==> config.mk <==
export PLATFORM = sky130hd
export DESIGN_NAME = out_pixel_buffer
export DESIGN_NICKNAME = d
export VERILOG_FILES = /design/src/rtl/out_pixel_buffer_pkg.sv /design/src/rtl/out_pixel_buffer_sync_word_fifo.sv /design/src/rtl/out_pixel_buffer.sv
export SDC_FILE = /design/constraint.sdc
export NUM_CORES = 1
export LEC_CHECK = 0
export ABC_AREA = 1
export BUFFER_PORTS_ARGS = -buffer_cell sky130_fd_sc_hd__buf_2
export CAP_MARGIN = 15
export CORE_ASPECT_RATIO = 0.9
export CORE_MARGIN = 10
export CORE_UTILIZATION = 50
export CTS_BUF_LIST = sky130_fd_sc_hd__clkbuf_8
export CTS_CLUSTER_SIZE = 28
export DETAILED_ROUTE_END_ITERATION = 12
export PLACE_DENSITY_LB_ADDON = 0.05
export SKIP_CTS_REPAIR_TIMING = 1
export SLEW_MARGIN = 20
export SYNTH_ARGS = -nofsm -noshare
export SYNTH_HDL_FRONTEND = slang
export SYNTH_SLANG_ARGS = --single-unit
==> constraint.sdc <==
create_clock -name clk -period 3.35 [get_ports clk]
set_input_delay 0 -clock clk [delete_from_list [all_inputs] [get_ports clk]]
set_output_delay 0 -clock clk [all_outputs]
set_load 0.1 [all_outputs]
==> src/rtl/out_pixel_buffer_pkg.sv <==
// Shared types and constants for the Sobel output pixel buffer.
package outbuf_pkg;

    localparam int WORD_W       = 32;
    localparam int PIX_PER_WORD = 32;
    localparam int ADDR_STEP    = 4;

    typedef enum logic [1:0] {
        DR_IDLE,
        DR_REQ,
        DR_FLUSH
    } drain_state_t;

endpackage

==> src/rtl/out_pixel_buffer_sync_word_fifo.sv <==
// Small synchronous FIFO with first-word-fall-through head and occupancy count.
module sync_word_fifo #(
    parameter int DEPTH  = 4,
    parameter int WORD_W = 32
) (
    input  logic                       clk,
    input  logic                       rst,
    input  logic                       push,
    input  logic                       pop,
    input  logic [WORD_W-1:0]          din,
    output logic [WORD_W-1:0]          dout,
    output logic [$clog2(DEPTH+1)-1:0] count
);

    localparam int PTR_W = $clog2(DEPTH);
    localparam int CNT_W = $clog2(DEPTH+1);

    logic [WORD_W-1:0] r_mem [DEPTH];
    logic [PTR_W-1:0]  r_wr_ptr;
    logic [PTR_W-1:0]  r_rd_ptr;
    logic [CNT_W-1:0]  r_count;

    // Storage holds data only; emptiness is tracked by pointers and count.
    always_ff @(posedge clk) begin
        if (push) begin
            r_mem[r_wr_ptr] <= din;
        end
    end

    always_ff @(posedge clk) begin
        if (rst) begin
            r_wr_ptr <= '0;
            r_rd_ptr <= '0;
            r_count  <= '0;
        end else begin
            if (push) r_wr_ptr <= r_wr_ptr + 1'b1;
            if (pop)  r_rd_ptr <= r_rd_ptr + 1'b1;
            if (push && !pop)      r_count <= r_count + 1'b1;
            else if (pop && !push) r_count <= r_count - 1'b1;
        end
    end

    assign dout  = r_mem[r_rd_ptr];
    assign count = r_count;

endmodule

==> src/rtl/out_pixel_buffer.sv <==
// Packs 1-bit edge pixels into 32-bit words, buffers them and drains them to the write port.
// Optional feature: define OUT_PIXEL_BUFFER_COUNT_EN to add the edge_count output.
module out_pixel_buffer
    import outbuf_pkg::*;
#(
    parameter int DEPTH  = 4,
    parameter int ADDR_W = 32
) (
    input  logic              clk,
    input  logic              rst,
    input  logic              start,
    input  logic [ADDR_W-1:0] base_addr,
    input  logic              out_en,
    input  logic              out_pixel,
    input  logic              write_out_enable,
    output logic              out_full,
    output logic              out_empty,
    output logic              wr_req,
    output logic [ADDR_W-1:0] wr_addr,
    output logic [31:0]       wr_data,
    input  logic              wr_ack,
    output logic              overflow
`ifdef OUT_PIXEL_BUFFER_COUNT_EN
    ,
    output logic [31:0]       edge_count
`endif
);

    localparam int CNT_W = $clog2(DEPTH+1);

    drain_state_t      r_state;
    logic [WORD_W-1:0] r_pack;
    logic [4:0]        r_pix_cnt;
    logic [ADDR_W-1:0] r_wr_addr;
    logic              r_overflow;

    logic [CNT_W-1:0]  w_count;
    logic [WORD_W-1:0] w_head;
    logic              w_accept;
    logic              w_last;
    logic [WORD_W-1:0] w_word;
    logic              w_push;
    logic              w_pop;
    logic              w_flush_ack;
    logic              w_fifo_drained;
    logic [WORD_W-1:0] w_pack_nxt;
    logic [4:0]        w_pix_cnt_nxt;

    sync_word_fifo #(
        .DEPTH  (DEPTH),
        .WORD_W (WORD_W)
    ) u_fifo (
        .clk   (clk),
        .rst   (rst),
        .push  (w_push),
        .pop   (w_pop),
        .din   (w_word),
        .dout  (w_head),
        .count (w_count)
    );

    assign w_accept       = out_en && !out_full;
    assign w_last         = (r_pix_cnt == 5'(PIX_PER_WORD - 1));
    assign w_word         = r_pack | (WORD_W'(out_pixel) << r_pix_cnt);
    assign w_push         = w_accept && w_last;
    assign w_pop          = (r_state == DR_REQ) && wr_ack;
    assign w_flush_ack    = (r_state == DR_FLUSH) && wr_ack;
    // Last word leaves only if no completed word refills the FIFO on the same edge.
    assign w_fifo_drained = (w_count == CNT_W'(1)) && !w_push;

    always_comb begin
        w_pack_nxt    = r_pack;
        w_pix_cnt_nxt = r_pix_cnt;
        if (w_flush_ack) begin
            w_pack_nxt    = '0;
            w_pix_cnt_nxt = '0;
        end else if (w_accept) begin
            w_pack_nxt    = w_last ? '0 : w_word;
            w_pix_cnt_nxt = w_last ? 5'd0 : r_pix_cnt + 5'd1;
        end
    end

    always_ff @(posedge clk) begin
        if (rst) begin
            r_state    <= DR_IDLE;
            r_pack     <= '0;
            r_pix_cnt  <= '0;
            r_wr_addr  <= '0;
            r_overflow <= 1'b0;
        end else begin
            r_pack    <= w_pack_nxt;
            r_pix_cnt <= w_pix_cnt_nxt;
            if (out_en && out_full) r_overflow <= 1'b1;
            case (r_state)
                DR_IDLE: begin
                    if (start) r_wr_addr <= base_addr;
                    if (write_out_enable) begin
                        if (w_count != '0)        r_state <= DR_REQ;
                        else if (r_pix_cnt != '0) r_state <= DR_FLUSH;
                    end
                end
                DR_REQ: begin
                    if (wr_ack) begin
                        r_wr_addr <= r_wr_addr + ADDR_W'(ADDR_STEP);
                        if (w_fifo_drained) begin
                            r_state <= (w_pix_cnt_nxt != '0) ? DR_FLUSH : DR_IDLE;
                        end
                    end
                end
                DR_FLUSH: begin
                    if (wr_ack) begin
                        r_wr_addr <= r_wr_addr + ADDR_W'(ADDR_STEP);
                        r_state   <= DR_IDLE;
                    end
                end
                default: r_state <= DR_IDLE;
            endcase
        end
    end

    assign out_full  = (w_count == CNT_W'(DEPTH)) || (r_state == DR_FLUSH);
    assign out_empty = (w_count == '0) && (r_pix_cnt == '0) && (r_state == DR_IDLE);
    assign wr_req    = (r_state != DR_IDLE);
    assign wr_addr   = r_wr_addr;
    assign wr_data   = (r_state == DR_REQ)   ? w_head :
                       (r_state == DR_FLUSH) ? r_pack : '0;
    assign overflow  = r_overflow;

`ifdef OUT_PIXEL_BUFFER_COUNT_EN
    logic [31:0] r_edge_count;

    always_ff @(posedge clk) begin
        if (rst) begin
            r_edge_count <= '0;
        end else if (start && (r_state == DR_IDLE)) begin
            r_edge_count <= '0;
        end else if (w_accept && out_pixel && (r_edge_count != '1)) begin
            r_edge_count <= r_edge_count + 32'd1;
        end
    end

    assign edge_count = r_edge_count;
`endif

endmodule

==> impl_metrics.tcl <==
set metrics [dict create \
    die_area_um2 25660 \
    syn_to_final_growth_pct 20.59 \
    grt_overflow 0 \
    grt_pass1_wl_um 42790 \
    cts_max_level 2 \
    cts_tree "done" \
    cap_violations 0 \
    first_global_vias 7992 \
    synth_fp_nets 1199 \
    slew_viol_final 0 \
    gp_congestion 0.8517 \
    crit_slowest_cell "buf_4" \
    numCtsBuffers 37 \
    synth_top_cell_area_share_pct 39.12 \
    fin_crit_ns 2.485 \
    path_max_fanout 62 \
    synth_edf_count 128 \
    cts.sink_count 209 \
    drtIter0Drc 684 \
    grt-busiest-layer "met2" \
    vdd_drop_max_uv 957.2 \
    rr_startpoint "r_state[0]" \
    path_class "flip-flop to output port" \
    synthesis.area_um2 9824 \
    finalCritPeriodShare_pct 74.17 \
    drive_gt1_share_pct 15.83 \
    rows 48 \
    finalSetupViolCount 0 \
    initial_core_util_pct 51.12 \
    firstDrtPassIters 7 \
    p_leak_nw 4.702 \
    nNetsFinal 1338 \
    clk_pin_slew_worst_paths_ns 0.06 \
    drc 0 \
    grtUsageMet1_pct 27.00 \
    avgSynthCellArea_um2 8.603 \
    cp-end-kind "output port" \
    grt_max_degree 63 \
    rsz0062_at_grt "false" \
    synth_cells 1142 \
    synth_top_flop_cell "edfxtp_1" \
    max_stage_delay_ns 0.48 \
    yosys-top-cells-area "edfxtp_1, dfxtp_1, nor2_1" \
    core_area_um2 19220 \
    worstRegToRegCells 11 \
    die_w_um 167.8 \
    io_pins 107 \
    cp-endpoint "wr_data[22]" \
    postSynth.asyncResetShare_pct 0 \
    total_power_w 0.01083 \
    port_buffers 106 \
    failed_checks "hold timing" \
    tns_ns 0 \
    ff2ff_setup_slack_ns 0.93 \
    final_cells 1559 \
    fmax_ghz 0.4024 \
    die_h_um 153.0 \
    placed_cell_area_um2 10860 \
    dp_hpwl_um 17530 \
    worstHoldPathType "input port to flip-flop" \
    worst_slew_pin_slew_ns 0.6554 \
    hold_viol 3 \
    worstPathCellList "clkinv_1 -> buf_4 -> o21ai_0 -> a31oi_1 -> buf_2" \
    postRouteAntennaNets 0 \
    slew_headroom_pct 55.84 \
    fin_worst_skew_ns 0.01212 \
    r2r-end "wr_addr[16]" \
    synthTopCellsByCount "nor2_1, nand2_1, o21ai_0, edfxtp_1, inv_1" \
    clock-root-buffer "clkbuf_8" \
    viasPerCell 5.411 \
    post_drt_wl_per_cell_um 17.33 \
    whs_ns -0.08055 \
    met2_usage_pct 31.75 \
    cts_buffer_depth 3 \
    grt_usage_pct 20.05 \
    clk_latency_ns 0.52 \
    wl_um 27020 \
    yosys.area.top_type "edfxtp_1" \
    num_vias 8435 \
    power_density_nw_per_um2 913.9 \
    outcome "finished, violations left" \
    yosysMostFrequentCell "nor2_1" \
    yosysUniqueCellTypes 36 \
    yosys_register_bits 209 \
    critPathLaunchType "flip-flop" \
    critPathArrivalTime_ns 2.48 \
    placed_cells 1460 \
    use_met3_pct 4.255 \
    worstPathRequired_ns 3.35 \
    antenna_found_initial 1 \
    yosysWarnings 0 \
    seq_area_frac_synth_pct 55.63 \
    fin_area_um2 11850 \
]
-- final cells by class --
type / count / area, µm²
repair buffers: 157 / 1244
diodes: 1 / 2.502
clock inverters: 25 / 101.3
inverters: 86 / 322.8
multi-input cells: 790 / 3834
clock buffers: 41 / 564.3
fillers: 1730 / 7371
well taps: 250 / 312.8
flip-flops and latches: 209 / 5466
-- placed cells by master, fill, tap and decap left out, types with 3 or more instances in the layout --
master and n:
a211oi_1 5, a21oi_1 80, a31oi_1 36, buf_12 17, buf_2 91, buf_4 17
clkbuf_8 41, clkinv_1 5, dfxtp_1 80, dlygate4sd3_1 32, edfxtp_1 128, ha_1 17
inv_1 100, inv_2 3, nand2_1 162, nand2_2 5, nand2_4 3, nand3_1 33
nand3b_1 9, nand4_1 3, nor2_1 249, nor2_2 6, nor2_4 8, o21ai_0 133
o21ai_1 9, o21bai_1 5, or2_2 7, xor2_1 5
-- worst min path at each step --
stage / start / endpoint / slack (ns) / cells past startpoint
finish: base_addr[17] / wr_addr[17] / -0.08 / 5
global route: base_addr[17] / wr_addr[17] / 0.0004 / 5
CTS: base_addr[1] / wr_addr[1] / -0.31 / 3
detailed placement: base_addr[1] / wr_addr[1] / 0.24 / 3
global placement: base_addr[1] / wr_addr[1] / 0.23 / 3
floorplan: base_addr[0] / wr_addr[0] / 0.13 / 2
-- per-stage QoR --
| stage | utilization [%] | worst slack (ns) |
|---|---|---|
| floorplan | - | -0.01471 |
| global placement | 56.50 | 1.009 |
| detailed placement | 56.50 | 0.9743 |
| CTS | 59.97 | 0.8367 |
| global route | 61.65 | 0.6122 |
| finish | 61.65 | 0.8652 |
-- critical path, delay by kind of cell (launching register included) --
family                 cells  cell delay, ns
DFF                        1            0.42
AOI/OAI and AO/OA          2            0.43
buffers and inverters      3            1.07
-- cell families (layout without fill, tap and decap cells) --
| group | count (synthesis) | after routing | share of synthesized area (%) |
|---|---|---|---|
| AOI/OAI and AO/OA | 275 | 275 | 14.89 |
| DFF | 209 | 209 | 55.63 |
| xor gates and xnor gates | 6 | 6 | 0.5349 |
| and+or+nand+nor | 491 | 491 | 20.98 |
| buffers and inverters | 143 | 309 | 5.680 |
| adders and majority gates | 18 | 18 | 2.292 |
| other | 0 | 1 | 0 |
-- state kept, by name, indices dropped and copies added (netlist names), named ones only --
signal and flops:
r_pack 32, u_fifo.r_rd_ptr 2, r_state 2, u_fifo.count 3, r_pix_cnt 5, overflow 1
wr_addr 32, u_fifo.r_wr_ptr 2, u_fifo.r_mem 128
-- per-layer routing --
layer	up-vias	routed length, µm	part of all wire [%]
met5	-	0	0
met4	0	677	2.5
met3	56	1722	6.4
met2	289	12600	47
met1	3961	12020	44
li1	4129	-	-
-- where the power goes --
part / switching [W] / internal, W / leakage, nW
sequential: 0.000277 / 0.00293 / 1.77
clock: 0.00101 / 0.00112 / 0.409
combinational: 0.00431 / 0.00119 / 2.52
(Power assumes the default switching activity.)
